### config.mk
export PLATFORM = sky130hd
export DESIGN_NAME = mac_sequencer
export DESIGN_NICKNAME = d
export VERILOG_FILES = /design/src/rtl/mac_sequencer.sv
export SDC_FILE = /design/constraint.sdc
export NUM_CORES = 1
export LEC_CHECK = 0
export ABC_AREA = 1
export CAP_MARGIN = 20
export CORE_MARGIN = 4
export CORE_UTILIZATION = 43
export DETAILED_ROUTE_END_ITERATION = 8
export PLACE_DENSITY = 0.77
export RECOVER_POWER = 50
export SYNTH_ARGS = -nofsm -noshare
export SYNTH_HDL_FRONTEND = slang
export SYNTH_SLANG_ARGS = --single-unit
### constraint.sdc
create_clock -name clk -period 2.1 [get_ports clk]
set_clock_uncertainty 0.2 [all_clocks]
set_input_delay 0.21 -clock clk [delete_from_list [all_inputs] [get_ports clk]]
set_output_delay 0.21 -clock clk [all_outputs]
set_load 0.05 [all_outputs]
### src/rtl/mac_sequencer.sv
// mac_sequencer: run-level controller for the MAC systolic array.
// Accepts a start command, clears the PE accumulators, streams K operand
// vectors from the operand buffers into the array edge with per-lane skew,
// waits for the array to fill and drain, then pulses done.
//
// Handshake semantics: start is a level request that is honoured only in
// IDLE (there is no ready/ack and no queuing; requests seen in any other
// state are dropped). buf_rd_en is a fire-and-forget read strobe with no
// backpressure: the operand buffers return the addressed word on
// vbuf_data/hbuf_data exactly one cycle after buf_rd_en is high.
module mac_sequencer #(
  parameter int ARR_SIZE      = 4,
  parameter int VERTICAL_BW   = 32,
  parameter int HORIZONTAL_BW = 16,
  parameter int LEN_W         = 8
) (
  input  logic                              clk,
  input  logic                              rst,
  input  logic                              start,
  input  logic                              cfg_mode,
  input  logic [LEN_W-1:0]                  cfg_len,
  output logic                              busy,
  output logic                              done,
  output logic                              buf_rd_en,
  output logic [LEN_W-1:0]                  buf_rd_addr,
  input  logic [VERTICAL_BW*ARR_SIZE-1:0]   vbuf_data,
  input  logic [HORIZONTAL_BW*ARR_SIZE-1:0] hbuf_data,
  output logic [VERTICAL_BW*ARR_SIZE-1:0]   arr_vertical,
  output logic [HORIZONTAL_BW*ARR_SIZE-1:0] arr_horizontal,
  output logic                              arr_mode,
  output logic                              arr_rst,
  output logic [2:0]                        dbg_state
);

  // FSM encoding
  localparam logic [2:0] S_IDLE  = 3'd0;
  localparam logic [2:0] S_CLEAR = 3'd1;
  localparam logic [2:0] S_FEED  = 3'd2;
  localparam logic [2:0] S_DRAIN = 3'd3;
  localparam logic [2:0] S_DONE  = 3'd4;

  // Drain covers 1 cycle of buffer latency, N-1 cycles of lane skew and
  // 2N-1 cycles of propagation through the array: 3N-1 cycles total.
  localparam int             DRAIN_CYCLES = 3 * ARR_SIZE - 1;
  localparam int             DCW          = $clog2(DRAIN_CYCLES + 1);
  localparam logic [DCW-1:0] DRAIN_LOAD   = DCW'(DRAIN_CYCLES - 1);

  logic [2:0]       state;
  logic [2:0]       state_nxt;
  logic [LEN_W-1:0] k_len;
  logic [LEN_W-1:0] addr;
  logic [DCW-1:0]   drain_cnt;
  logic             last_feed;
  logic             d_vld;

  // Last read of the run is the one at address K-1 (only meaningful in FEED,
  // where K is known to be non-zero).
  assign last_feed = (addr == (k_len - LEN_W'(1)));

  // Next-state logic
  always_comb begin
    state_nxt = state;
    case (state)
      S_IDLE:  if (start) state_nxt = S_CLEAR;
      S_CLEAR: state_nxt = (k_len != '0) ? S_FEED : S_DONE;
      S_FEED:  if (last_feed) state_nxt = S_DRAIN;
      S_DRAIN: if (drain_cnt == '0) state_nxt = S_DONE;
      S_DONE:  state_nxt = S_IDLE;
      default: state_nxt = S_IDLE;
    endcase
  end

  // State register
  always_ff @(posedge clk) begin
    if (rst) state <= S_IDLE;
    else     state <= state_nxt;
  end

  // Run configuration, captured only on an accepted start
  always_ff @(posedge clk) begin
    if (rst) begin
      k_len    <= '0;
      arr_mode <= 1'b0;
    end else if ((state == S_IDLE) && start) begin
      k_len    <= cfg_len;
      arr_mode <= cfg_mode;
    end
  end

  // Read address walks 0..K-1 during FEED and parks at 0 otherwise
  always_ff @(posedge clk) begin
    if (rst)                  addr <= '0;
    else if (state == S_FEED) addr <= last_feed ? '0 : addr + LEN_W'(1);
    else                      addr <= '0;
  end

  // Drain down-counter, loaded as FEED hands over to DRAIN
  always_ff @(posedge clk) begin
    if (rst)                                     drain_cnt <= '0;
    else if ((state == S_FEED) && last_feed)     drain_cnt <= DRAIN_LOAD;
    else if ((state == S_DRAIN) && (drain_cnt != '0)) drain_cnt <= drain_cnt - DCW'(1);
  end

  // Buffer data is valid the cycle after a read strobe
  always_ff @(posedge clk) begin
    if (rst) d_vld <= 1'b0;
    else     d_vld <= buf_rd_en;
  end

  // Decoded status outputs
  always_comb begin
    busy        = (state == S_CLEAR) || (state == S_FEED) || (state == S_DRAIN);
    done        = (state == S_DONE);
    buf_rd_en   = (state == S_FEED);
    buf_rd_addr = addr;
    arr_rst     = rst || (state == S_CLEAR);
    dbg_state   = state;
  end

  // Skew path: each lane is zero-gated while no buffer data is valid, then
  // delayed by its lane index so the operands enter the array diagonally.
  // Gating ahead of the delay chain makes idle cycles flow through as zeros.
  for (genvar i = 0; i < ARR_SIZE; i++) begin : g_lane
    logic [VERTICAL_BW-1:0]   v_gated;
    logic [HORIZONTAL_BW-1:0] h_gated;

    assign v_gated = d_vld ? vbuf_data[i*VERTICAL_BW +: VERTICAL_BW] : '0;
    assign h_gated = d_vld ? hbuf_data[i*HORIZONTAL_BW +: HORIZONTAL_BW] : '0;

    if (i == 0) begin : g_direct
      assign arr_vertical[VERTICAL_BW-1:0]     = v_gated;
      assign arr_horizontal[HORIZONTAL_BW-1:0] = h_gated;
    end else begin : g_delay
      logic [VERTICAL_BW-1:0]   v_pipe [i];
      logic [HORIZONTAL_BW-1:0] h_pipe [i];

      // Lane-i delay chain of i registers, cleared by reset
      always_ff @(posedge clk) begin
        if (rst) begin
          for (int j = 0; j < i; j++) begin
            v_pipe[j] <= '0;
            h_pipe[j] <= '0;
          end
        end else begin
          v_pipe[0] <= v_gated;
          h_pipe[0] <= h_gated;
          for (int j = 1; j < i; j++) begin
            v_pipe[j] <= v_pipe[j-1];
            h_pipe[j] <= h_pipe[j-1];
          end
        end
      end

      assign arr_vertical[i*VERTICAL_BW +: VERTICAL_BW]       = v_pipe[i-1];
      assign arr_horizontal[i*HORIZONTAL_BW +: HORIZONTAL_BW] = h_pipe[i-1];
    end
  end

endmodule
== Word level (Yosys, flattened, before mapping) ==
Memories as Yosys holds them, arrays and structs flattened.
Cells that the tools add are included.

* Output and inout bits: 208
* Logic and storage cells: 83
* Bits of input ports: 204
* Memories kept: 6
* Memory bits (writable): 288
* Register bits: 25

{| class="wikitable"
|+ Memory list
! name !! depth !! width !! rd ports !! clocked after memory_dff !! write ports !! RTL line !! text
|-
| g_lane[3].g_delay.v_pipe || 3 || 32 || 3 || 0 || 3 || 134 || <nowiki>logic [VERTICAL_BW-1:0] v_pipe [i];</nowiki>
|-
| g_lane[2].g_delay.v_pipe || 2 || 32 || 2 || 0 || 2 || 134 ||
|-
| g_lane[3].g_delay.h_pipe || 3 || 16 || 3 || 0 || 3 || 135 || <nowiki>logic [HORIZONTAL_BW-1:0] h_pipe [i];</nowiki>
|-
| g_lane[1].g_delay.v_pipe || 1 || 32 || 1 || 0 || 1 || 134 ||
|-
| g_lane[2].g_delay.h_pipe || 2 || 16 || 2 || 0 || 2 || 135 ||
|-
| g_lane[1].g_delay.h_pipe || 1 || 16 || 1 || 0 || 1 || 135 ||
|}

* Bitwise gates (word level): 11
* Reduce and logical (&&, ||, !) cells: 16
* Multiplexer cells: 32
* Eq/ne operators: 8
* Add/sub/neg operators: 3

{| class="wikitable"
|+ Operators with widths
! cell !! number
|-
| two-way mux 32 bit || 10
|-
| two-way mux 16 bit || 10
|-
| OR reduction 32 bit || 1
|-
| OR reduction 16 bit || 1
|-
| two-way mux 3 bit || 4
|-
| one-hot mux 3 bit (4 select lines) || 1
|-
| bitwise OR 1 bit || 10
|-
| adder 8 x 1 -> 8 bit, second input constant || 1
|-
| equality test 8 bit || 1
|-
| two-way mux 4 bit || 2
|-
| nonzero test 8 bit || 1
|-
| subtractor 8 x 1 -> 8 bit, second input constant || 1
|-
| equality test 3 x 2 -> 1 bit, second input constant || 2
|-
| two-way mux 1 bit || 5
|-
| logical NOT 4 bit || 1
|-
| inequality test 2 bit, second input constant || 2
|-
| nonzero test 4 bit || 1
|-
| subtractor 4 x 1 -> 4 bit, second input constant || 1
|-
| equality test 3 x 1 -> 1 bit, second input constant || 1
|-
| equality test 3 bit, second input constant || 1
|-
| logical AND 1 bit || 3
|-
| logical NOT 3 bit || 1
|-
| logical OR 1 bit || 3
|-
| AND reduction 3 bit || 1
|-
| 5 further kinds || 5
|}

== Logic depth before layout (Yosys ltp) ==
Gate-level depths: netlist of run 1.

* Depth after elaboration: 4
* Depth in mapped cells: 14
* Mapped depth without buffers: 14

== Least setup slack after synthesis of run 1 ==
OpenSTA, ideal clock, no wires.

* Path kind: reg-to-output
* From: register state[0] (netlist: dbg_state[0])
* To: output arr_rst
* Arrival: 1.955 ns
* Buffers on the path: 0
* Slack: -0.265 ns
* Cell stages (with the launch flop): 3
* Cells stage by stage: dfxtp_1 nand2_1 o21ai_0

* Longest elaborated chain between the ends: 2

{| class="wikitable"
|+ Ends and longest elaborated chain
! item !! RTL line !! text
|-
| start: declaration || 48 || <nowiki>logic [2:0] state;</nowiki>
|-
| start signal: assignment || 76 || <nowiki>else state <= state_nxt;</nowiki>
|-
| equality test 3 x 1 -> 1 bit || 116 || <nowiki>arr_rst = rst || (state == S_CLEAR);</nowiki>
|-
| logical OR 1 bit || 116 ||
|-
| end: declaration || 31 || <nowiki>output logic arr_rst,</nowiki>
|}

No other way between the ends.

== Worst setup path in the final report of run 1 ==
* From: memory g_lane[1].g_delay.h_pipe[0][1]
* To: output arr_horizontal[17]

* Longest elaborated chain between the ends: 1

{| class="wikitable"
|+ Ends and longest elaborated chain
! item !! RTL line !! text
|-
| start: declaration || 135 ||
|-
| memory read (1 x 16 bit) || - ||
|-
| end: declaration || 29 || <nowiki>output logic [HORIZONTAL_BW*ARR_SIZE-1:0] arr_horizontal,</nowiki>
|}

No other way between the ends.

==> summary.md, run 1 <==
| Metric | Value |
|---|---|
| Grt total ovfl | 0 |
| Library cells used by synthesis | 21 |
| Number of synthesized flops with an enable pin | 0 |
| Tmin final | 2.13 ns |
| Cells after DPL | 1893 |
| Fin crit share | 102% |
| Final setup TNS | -0.0331 ns |
| Worst-Skew Late Latency | 0.53 ns |
| Internal power | 10.5 mW |
| Die Area | 27000 sq um |
| Fin Hold WS | 0.0136 ns |
| Clock tree buffer depth | 3 |
| Outcome | complete, but fails checks |
| Routed met2 length | 16.9 mm |
| DR top layer | met4 |
| Fmax | 469 MHz |
| Psw | 3.05 mW |
| Routed Antenna Nets | 0 |
| Simple-gate area share of the yosys netlist | 16.0% |
| Primary FF master, synth | dfxtp_1 |
| Worst-Margin Slew | 1.62 ns |
| Gpl congestion | 0.834 |
| Critical Path AT | 1.72 ns |
| Vias in the first global route | 8777 |
| Number of nets in the layout | 1919 |
| WL/cell | 15.2 microns |
| Area after DPL | 14700 sq um |
| First DRT Iteration DRCs | 447 |
| Mapped Nets | 1501 |
| FFs w/ async S/R, synth | 0% |
| Mux contribution to synthesized area | 0% |
| CP bufs+invs | 1 |
| CTS tree | yes |
| Cell Rows | 56 |
| Total chip power | 13.6 mW |
| Critical Path Slowest Stage Cell | clkdlybuf4s50_1 |
| Post-route setup slack | -0.0331 ns |
| Pre-Repair DR Iteration Count | 5 |
| Final hold violation count | 0 |
| DRT Wirelength | 31.2 mm |
| Final setup violation count | 1 |
| Largest family of logic cells by synthesized area | buffers and inverters |
| WHS Path Cells | 3 |
| Leak pwr | 9.18 nW |
| Post-detail-place hpwl | 19.9 mm |
| Initial core utilization | 44.2% |
| Reg clk slew, reported paths | 0.06 ns |
| CTS Sinks | 313 |
| Layout cells sized above 1 | 7.44% |
| Final design utilization | 71.5% |
| Max-Cap Viols | 1 |
| Mapped Cells | 1293 |
| Net Sw Frac | 22.5% |
| Commonest non-fill, non-tap cells in the layout | 363 x inv_1, 315 x nor2_1, 311 x dfxtp_1 |
| Rel. slew slack | -7.69% |
| Flop pwr share | 44.8% |
| Stages on worst setup path | 1 |
| Initial antenna violation count | 3 |
| Worst reg-to-reg path cell count | 4 |
| Largest net degree at the start of global routing | 150 |
| Crit-path max cell delay | 0.83 ns |
| Critical path cell sequence | clkdlybuf4s50_1 |
| IO Port Bufs | 411 |
| Htree depth | 1 |
| Root Buffer | clkbuf_16 |
| Die W | 164 microns |
| Place WS | 0.137 ns |
| Worst setup EP type | output port |
| Via count | 8633 |
| Final Non-Filler Cells | 2057 |
| Post-Synth XOR/XNOR Area | 0.834% |
| Kind of cell adding the most delay to the critical path | buffers and inverters |
| Worst Setup Start Kind | flip-flop |
| Failing checks | capacitance limit, slew limit, setup timing |
| WL met3 | 2.41 mm |
| Compound-Gate Fraction of Synth Area | 1.51% |
| Design Area, Final | 17000 sq um |
| Max-slew violations | 150 |
| #FFs+latches synth | 313 |
| Core area | 23800 sq um |
| Peak supply drop | 0.682 mV |
| Critical path type | flip-flop to output port |
| Post-Syn Area | 10500 sq um |
| Syn_area_per_cell | 8.12 sq um |
| GRT Total Usage | 21.7% |
| Critical path required time | 1.69 ns |
| Chip Height | 164 microns |
| CP max FO | 1 |
| Syn. warnings | 0 |
| Pwr dens | 800 nW/um^2 |
| Commonest non-fill, non-tap cell in the layout | inv_1 |
| # DRC | 0 |
| Seq/Total Area, Yosys | 59.7% |
| Adder-Cell Fraction of Synth Area | 0.477% |
| Wire length on met1 | 10.7 mm |
| Comb pwr share | 11.4% |
| Clock share of power | 43.7% |
| Via density | 4.20 |
| Hold Crit Class | input pin to flip-flop |
| # IOs | 412 |
| First-pass GRT wire length | 46.1 mm |
| CTS Buf Count | 31 |
| Area grow syn2layout | 61.8% |
[Yosys cell counts (all sizes together) (4+ instances only)]
cell type	n	area, sq um
clkbuf	27	101
o21ai	14	70.1
buf	108	777
nand3	13	75.1
ha	4	50.1
inv	367	1380
nor2	320	1210
nand2	94	358
xnor2	4	35.0
dfxtp	313	6270
xor2	6	52.6
a21oi	16	80.1
[final timing paths]
check / end / slack [ns] / startpoint
min reg2reg: g_lane[3].g_delay.v_pipe[0][89] / 0.19 / g_lane[3].g_delay.v_pipe[0][57]
min: g_lane[3].g_delay.h_pipe[0][2] / 0.01 / hbuf_data[50]
max: arr_horizontal[17] / -0.03 / g_lane[1].g_delay.h_pipe[0][1]
max reg2reg: g_lane[1].g_delay.v_pipe[0][15] / 0.18 / d_vld
[flip-flops by register name (all words and copies together) (netlist names)]
register and count:
d_vld 1, k_len 8, buf_rd_addr 8, drain_cnt 4, g_lane.g_delay.v_pipe 192, g_lane.g_delay.h_pipe 96, arr_mode 1, dbg_state 3
[layer usage]
metal / vias up / GRT usage [%]
li1: 4316 / -
met1: 3904 / 22.1
met2: 332 / 41.8
met5: - / 0
met3: 81 / 6.65
met4: 0 / 6.82
[repair_timing]
item                       CTS  global route
hold buffers               103             0
setup endpoints to repair   83            99
buffers inserted             0             1
hold endpoints to repair   103             0
resized for setup           56            71
pin swaps                    0             0
[logic make-up (layout without fill, tap and decap cells)]
group,count (synthesis),in the layout
buffers and inverters,502,944
AOI/OAI and AO/OA,31,31
other,0,3
adders and majority gates,4,4
and+or+nand+nor,433,433
xor gates and xnor gates,10,10
DFF,313,313
[final cells by class]
cell class	count	area, sq um
inverters	367	1380
clock buffers	46	952
fillers	1618	6770
diodes	3	7.51
well taps	319	399
multi-input cells	478	2000
flip-flops and latches	313	6270
repair buffers	520	5790
clock inverters	11	180
[power groups by stage]
stage | sequential (mW) | combinational (mW) | clock (mW)
finish | 6.09 | 1.55 | 5.94
global route | 6.10 | 1.66 | 6.31
CTS | 6.09 | 1.53 | 6.02
detailed placement | 6.23 | 1.37 | 0
global placement | 6.22 | 1.36 | 0
floorplan | 6.29 | 0.587 | 0
(Power assumes the default switching activity.)
==> run 2, diff against run 1 <==
==> constraint.sdc (replaced) <==
create_clock -name clk -period 2.1 [get_ports clk]
set_clock_uncertainty 0.2 [all_clocks]
set_input_delay 0.42 -clock clk [delete_from_list [all_inputs] [get_ports clk]]
set_output_delay 0.42 -clock clk [all_outputs]
set_load 0.05 [all_outputs]
==> run 2 against run 1 <==
The flow finishes with violations (capacitance limit, slew limit); sequential cell count stayed put; largest cell class unchanged; register-to-register slack worse by 0.02 ns; via count is 9.1% lower; global-route usage is 2.9 points lower; combinational power is 9.7% lower; highest routed layer is now met5; wire length is 15% lower; hold slack better by 0.11 ns; non-clock buffer count is 99 lower; critical path type unchanged; sequential power hardly changed; worst setup slack better by 0.085 ns; core utilization is 6.6 points lower.
==> summary.md, run 2 (synthesis gave the netlist of run 1 again) <==
| Metric | Value |
|---|---|
| Core area | 23800 sq um (unchanged) |
| Number of nets in the layout | 1820 (-5.2%) |
| Largest net degree at the start of global routing | 150 (unchanged) |
| Max FFs per register | 192 (unchanged) |
| # IOs | 412 (unchanged) |
| Gpl congestion | 0.900 (+8.0%) |
| Critical path cell sequence | buf_12 -> nand2_1 -> inv_1 -> buf_12 |
| Crit-path max cell delay | 0.38 ns (-0.45 ns) |
| CTS Sinks | 313 (unchanged) |
| Initial core utilization | 44.2% (unchanged) |
| Pwr dens | 817 nW/um^2 (+2.2%) |
| WL/cell | 13.6 microns (-10%) |
| Internal power | 9.70 mW (-7.8%) |
| Initial antenna violation count | 3 (unchanged) |
| Grt total ovfl | 0 (unchanged) |
| CP most frequent cell | buf_12 |
| First DRT Iteration DRCs | 335 (-25%) |
| Outcome | complete, but fails checks |
| Commonest non-fill, non-tap cell in the layout | inv_1 |
| Critical path required time | 1.48 ns (-0.21 ns) |
| Top Registers | g_lane.g_delay.v_pipe: 192 flops, g_lane.g_delay.h_pipe: 96 flops |
| Flop pwr share | 48.4% (+3.6 points) |
| Kind of cell adding the most delay to the critical path | buffers and inverters |
| Htree depth | 1 (unchanged) |
| Post-detail-place hpwl | 19.9 mm (-0.16%) |
| Worst-Skew Late Latency | 0.54 ns (about the same) |
| Critical Path AT | 1.43 ns (-0.29 ns) |
| Leak pwr | 7.53 nW (-18%) |
| Routed Antenna Nets | 0 (unchanged) |
| CTS tree | yes |
| Psw | 2.90 mW (-5.1%) |
| Area grow syn2layout | 46.9% |
| Hold Crit Class | input pin to flip-flop |
| CP max FO | 21 (+20) |
| Final Non-Filler Cells | 1949 (-5.3%) |
| Clock share of power | 40.5% (-3.2 points) |
| Vias in the first global route | 7914 (-9.8%) |
| Die W | 164 microns (unchanged) |
| Via count | 7851 (-9.1%) |
| Pre-Repair DR Iteration Count | 4 (-1) |
| Commonest non-fill, non-tap cells in the layout | 336 x inv_1, 314 x nor2_1, 308 x dfxtp_1 |
| Worst-Margin Slew | 1.62 ns (+0.00953 ns) |
| Via density | 4.03 (-4.0%) |
| Reg clk slew, reported paths | 0.07 ns (about the same) |
| Comb pwr share | 11.1% (-0.3 points) |
| CTS Buf Count | 31 (unchanged) |
| CP bufs+invs | 3 (+2) |
| Most flops, register | g_lane.g_delay.v_pipe |
| Fmax | 488 MHz (+4.1%) |
| Max-Cap Viols | 1 (unchanged) |
| Fin crit share | 97.5% (-4.0 points) |
| Die Area | 27000 sq um (unchanged) |
| Final setup violation count | 0 (-1) |
| Final hold violation count | 0 (unchanged) |
| Critical path type | flip-flop to output port |
| Failing checks | capacitance limit, slew limit |
| Worst Setup Start Kind | flip-flop |
| Cells after DPL | 1897 (+0.21%) |
| Fin Hold WS | 0.123 ns (+0.110 ns) |
| Root Buffer | clkbuf_16 |
| # DRC | 0 (unchanged) |
| Peak supply drop | 0.704 mV (+3.2%) |
| Rel. slew slack | -8.32% (-0.64 points) |
| First-pass GRT wire length | 40.2 mm (-13%) |
| Cell Rows | 56 (unchanged) |
| Layout cells sized above 1 | 16.5% (+9.1 points) |
| Net Sw Frac | 23.0% (+0.50 points) |
| IO Port Bufs | 411 (unchanged) |
| Critical Path Slowest Stage Cell | dfxtp_4 |
| Clock tree buffer depth | 3 (unchanged) |
| Max-slew violations | 150 (unchanged) |
| Final design utilization | 64.9% (-6.6 points) |
| DRT Wirelength | 26.5 mm (-15%) |
| Chip Height | 164 microns (unchanged) |
| RSZ-0062 raised after global routing | yes |
| Tmin final | 2.05 ns (-0.0846 ns) |
| Fill count | 1857 (+15%) |
| GRT Total Usage | 18.8% (-2.9 points) |
| Worst setup EP type | output port |
==> run 2: cell count changes in the layout (fill, tap and decap cells not counted), sizes merged, moves of 4 or more <==
cell / before / now
buf: 56 / 175
bufinv: 5 / 1
clkbuf: 49 / 45
clkdlybuf4s50: 235 / 202
dlygate4sd2: 55 / 42
dlygate4sd3: 103 / 0
dlymetal6s2s: 68 / 0
==> run 2: final timing paths <==
path	from	end	slack, ns	depth (start not counted)
max	d_vld	arr_vertical[14]	0.05	4
min	rst	dbg_state[0]	0.12	4
max reg2reg	d_vld	g_lane[1].g_delay.h_pipe[0][9]	0.16	4
min reg2reg	g_lane[3].g_delay.h_pipe[0][31]	g_lane[3].g_delay.h_pipe[0][47]	0.19	2
==> run 2: worst register-to-register path, stage by stage, from the launching register on <==
cell     delay (ns)
dfxtp_4        0.37
buf_12         0.15
nand2_1        0.62
buf_12         0.33
nor2_1         0.13
==> run 2: through the flow <==
step | power, mW | TNS [ns] | instance area [sq um] | worst slack, ns
2_1_floorplan | 6.88 | -0.207 | 10500 | -0.122
3_3_place_gp | 7.58 | 0 | 14500 | 0.237
3_5_place_dp | 7.60 | 0 | 14500 | 0.190
4_1_cts | 12.7 | 0 | 15400 | 0.000114
5_1_grt | 13.1 | -0.102 | 15400 | -0.0216
6_report | 12.6 | 0 | 15400 | 0.0515
==> run 2: power by group through the flow <==
stage / Sequential [mW] / Combinational (mW) / Clock [mW]
floorplan: 6.29 / 0.587 / 0
global placement: 6.21 / 1.36 / 0
detailed placement: 6.22 / 1.38 / 0
CTS: 6.09 / 1.40 / 5.24
global route: 6.10 / 1.51 / 5.49
finish: 6.09 / 1.40 / 5.11
==> run 2: timing repair <==
| action | in CTS | in global routing |
|---|---|---|
| gates cloned | 0 | 0 |
| pin swaps | 2 | 2 |
| resized for setup | 55 | 30 |
| endpoints found under the setup margin | 93 | 46 |
| endpoints found under the hold margin | 0 | 0 |
| hold buffers | 0 | 0 |
| setup buffers | 1 | 0 |
==> run 2: cell type report <==
class | instances | area (sq um) | share of cell area [%]
clock buffers | 43 | 881 | 5.71
diodes | 2 | 5.00 | 0.0324
clock inverters | 6 | 55.1 | 0.357
inverters | 367 | 1380 | 8.93
well taps | 319 | 399 | 2.59
flip-flops and latches | 313 | 6270 | 40.7
repair buffers | 421 | 4430 | 28.7
multi-input cells | 478 | 2000 | 13.0
==> run 2: metal layers <==
metal	track usage, %	vias up	routed length (microns)
li1	-	4114	-
met1	20.2	3400	9630
met2	33.1	263	13300
met3	7.18	72	2400
met4	7.70	2	1120
met5	0	-	11
==> run 3, diff against run 2 <==
RECOVER_POWER = 25   (was 50)
==> run 3 against run 2 <==
The run still ends with capacitance limit, slew limit left; die area stayed put; power is essentially flat; sequential power is essentially flat; core utilization hardly changed; combinational power about the same; worst setup slack worse by 0.0083 ns; wire length hardly changed; clock-buffer cell count unchanged; critical endpoint unchanged; largest power group unchanged.
==> summary.md, run 3 (synthesis gave the netlist of run 1 again) <==
| Metric | Value |
|---|---|
| Area occupied by multi-input gates | 2010 sq um (+0.37%) |
| CP max FO | 21 (unchanged) |
| Design Area, Final | 15400 sq um (about the same) |
| Met1 Usage GRT | 20.2% (unchanged) |
| Hold Crit Class | input pin to flip-flop |
| Post-detail-place hpwl | 19.9 mm (unchanged) |
| Clock tree buffer depth | 3 (unchanged) |
| Max FFs per register | 192 (unchanged) |
| Register area | 6270 sq um (unchanged) |
| Most flops, register | g_lane.g_delay.v_pipe |
| Die Area | 27000 sq um (unchanged) |
| Critical path cell sequence | buf_12 -> nand2_1 -> inv_1 -> buf_12 |
| Max-Cap Viols | 1 (unchanged) |
| GRT met3 Usage | 7.18% (unchanged) |
| GRT busiest layer | met2 |
| Area after DPL | 14500 sq um (unchanged) |
| Max-slew violations | 150 (unchanged) |
| Die W | 164 microns (unchanged) |
| Critical Path AT | 1.44 ns (about the same) |
| Root Buffer | clkbuf_16 |
| Critical path type | flip-flop to output port |
| Cell Rows | 56 (unchanged) |
| Critical Path Slowest Stage Cell | dfxtp_4 |
| CP most frequent cell | buf_12 |
| CP bufs+invs | 3 (unchanged) |
| Cts hold-fix bufs | 0 (unchanged) |
| Layout cells sized above 1 | 16.6% (+0.061 points) |
| CTS Buf Count | 31 (unchanged) |
| RSZ-0062 raised after global routing | yes |
| Number of nets in the layout | 1820 (unchanged) |
| Gpl congestion | 0.900 (unchanged) |
| Chip Height | 164 microns (unchanged) |
| Area grow syn2layout | 47.0% (about the same) |
| Kind of cell adding the most delay to the critical path | buffers and inverters |
| Worst reg2reg setup slack | 0.17 ns (about the same) |
| CTS tree | yes |
| Crit-path max cell delay | 0.38 ns (about the same) |
| CTS Sinks | 313 (unchanged) |
| IO Port Bufs | 411 (unchanged) |
| Worst-Margin Slew | 1.62 ns (-0.00000500 ns) |
| GR Util met2 | 33.1% (unchanged) |
| Fill count | 1856 (-0.054%) |
| # DRC | 0 (unchanged) |
| Peak supply drop | 0.704 mV (about the same) |
| Commonest non-fill, non-tap cell in the layout | inv_1 |
| Htree depth | 1 (unchanged) |
| Final setup violation count | 0 (unchanged) |
| Via count | 7851 (unchanged) |
| Fin crit share | 97.9% (+0.40 points) |
| Vias in the first global route | 7914 (unchanged) |
| Rel. slew slack | -8.32% (about the same) |
| Critical path required time | 1.48 ns (about the same) |
| Failing checks | capacitance limit, slew limit |
| Pwr dens | 817 nW/um^2 (about the same) |
| Final hold violation count | 0 (unchanged) |
| Final design utilization | 65.0% (about the same) |
| # IOs | 412 (unchanged) |
| WL/cell | 13.6 microns (about the same) |
| DRT Wirelength | 26.5 mm (about the same) |
| Initial core utilization | 44.2% (unchanged) |
| Final setup TNS | 0 ns (unchanged) |
| Tmin final | 2.06 ns (+0.00833 ns) |
| Top Registers | g_lane.g_delay.v_pipe: 192 flops, g_lane.g_delay.h_pipe: 96 flops |
| Fmax | 486 MHz (-0.41%) |
| First-pass GRT wire length | 40.2 mm (unchanged) |
| Outcome | complete, but fails checks |
| Worst setup EP type | output port |
| Reg clk slew, reported paths | 0.07 ns (about the same) |
| Total chip power | 12.6 mW (about the same) |
| Via density | 4.03 (unchanged) |
| Grt total ovfl | 0 (unchanged) |
| Worst-Skew Late Latency | 0.54 ns (about the same) |
| Largest net degree at the start of global routing | 150 (unchanged) |
| Routed Antenna Nets | 0 (unchanged) |
| GRT Total Usage | 18.8% (unchanged) |
| Commonest non-fill, non-tap cells in the layout | 336 x inv_1, 314 x nor2_1, 308 x dfxtp_1 |
| Initial antenna violation count | 3 (unchanged) |
| Core area | 23800 sq um (unchanged) |
| Leak pwr | 7.54 nW (+0.12%) |
| Pre-Repair DR Iteration Count | 4 (unchanged) |
| First DRT Iteration DRCs | 335 (unchanged) |
| Worst Setup Start Kind | flip-flop |
## run 3: metal layers
metal	part of all wire, %	vias to the layer above
met1	36	3400
met5	0.042	-
met2	50	263
li1	-	4114
met3	9.1	72
met4	4.2	2
## run 3: where the power goes
group          total [mW]  internal [mW]  switching (mW)
clock                5.11           3.00            2.11
sequential           6.09           6.04          0.0593
combinational        1.40          0.671           0.729
## run 3: repair_timing
| item | CTS | global route |
|---|---|---|
| gates resized for setup | 55 | 30 |
| gates cloned | 0 | 0 |
| pin swaps | 2 | 2 |
| buffers inserted | 1 | 0 |
| endpoints found under the setup margin | 93 | 46 |
| endpoints found under the hold margin | 0 | 0 |
## run 3: worst paths after layout
path | end | cells past startpoint | start
max reg2reg | buf_rd_addr[0] | 13 | k_len[1]
min | dbg_state[0] | 4 | rst
min reg2reg | g_lane[3].g_delay.h_pipe[0][47] | 2 | g_lane[3].g_delay.h_pipe[0][31]
max | arr_vertical[14] | 4 | d_vld
## run 3: worst reg2reg max path: stages (launching register included)
cell     delay (ns)
dfxtp_1        0.37
inv_1          0.09
ha_1           0.30
inv_1          0.04
nand2_1        0.05
nand2_1        0.04
nor2_1         0.11
nand2_1        0.06
nor2_1         0.08
nand2_1        0.06
nor2_2         0.11
nand2_2        0.08
nand3_2        0.15
nor2_1         0.06
## run 3: stage by stage
step	instances	hold WS, ns	setup slack, ns
2_1_floorplan	1293	0.188	-0.122
3_3_place_gp	1897	0.189	0.237
3_5_place_dp	1897	0.192	0.190
4_1_cts	1947	0.116	0.000114
5_1_grt	1949	0.181	-0.0216
6_report	1949	0.154	0.0432
## run 3: final cells by class
class / count / share of cell area [%]
flip-flops and latches: 313 / 40.7
clock inverters: 6 / 0.357
inverters: 367 / 8.93
multi-input cells: 478 / 13.0
clock buffers: 43 / 5.71
well taps: 319 / 2.59
diodes: 2 / 0.0324
repair buffers: 421 / 28.7
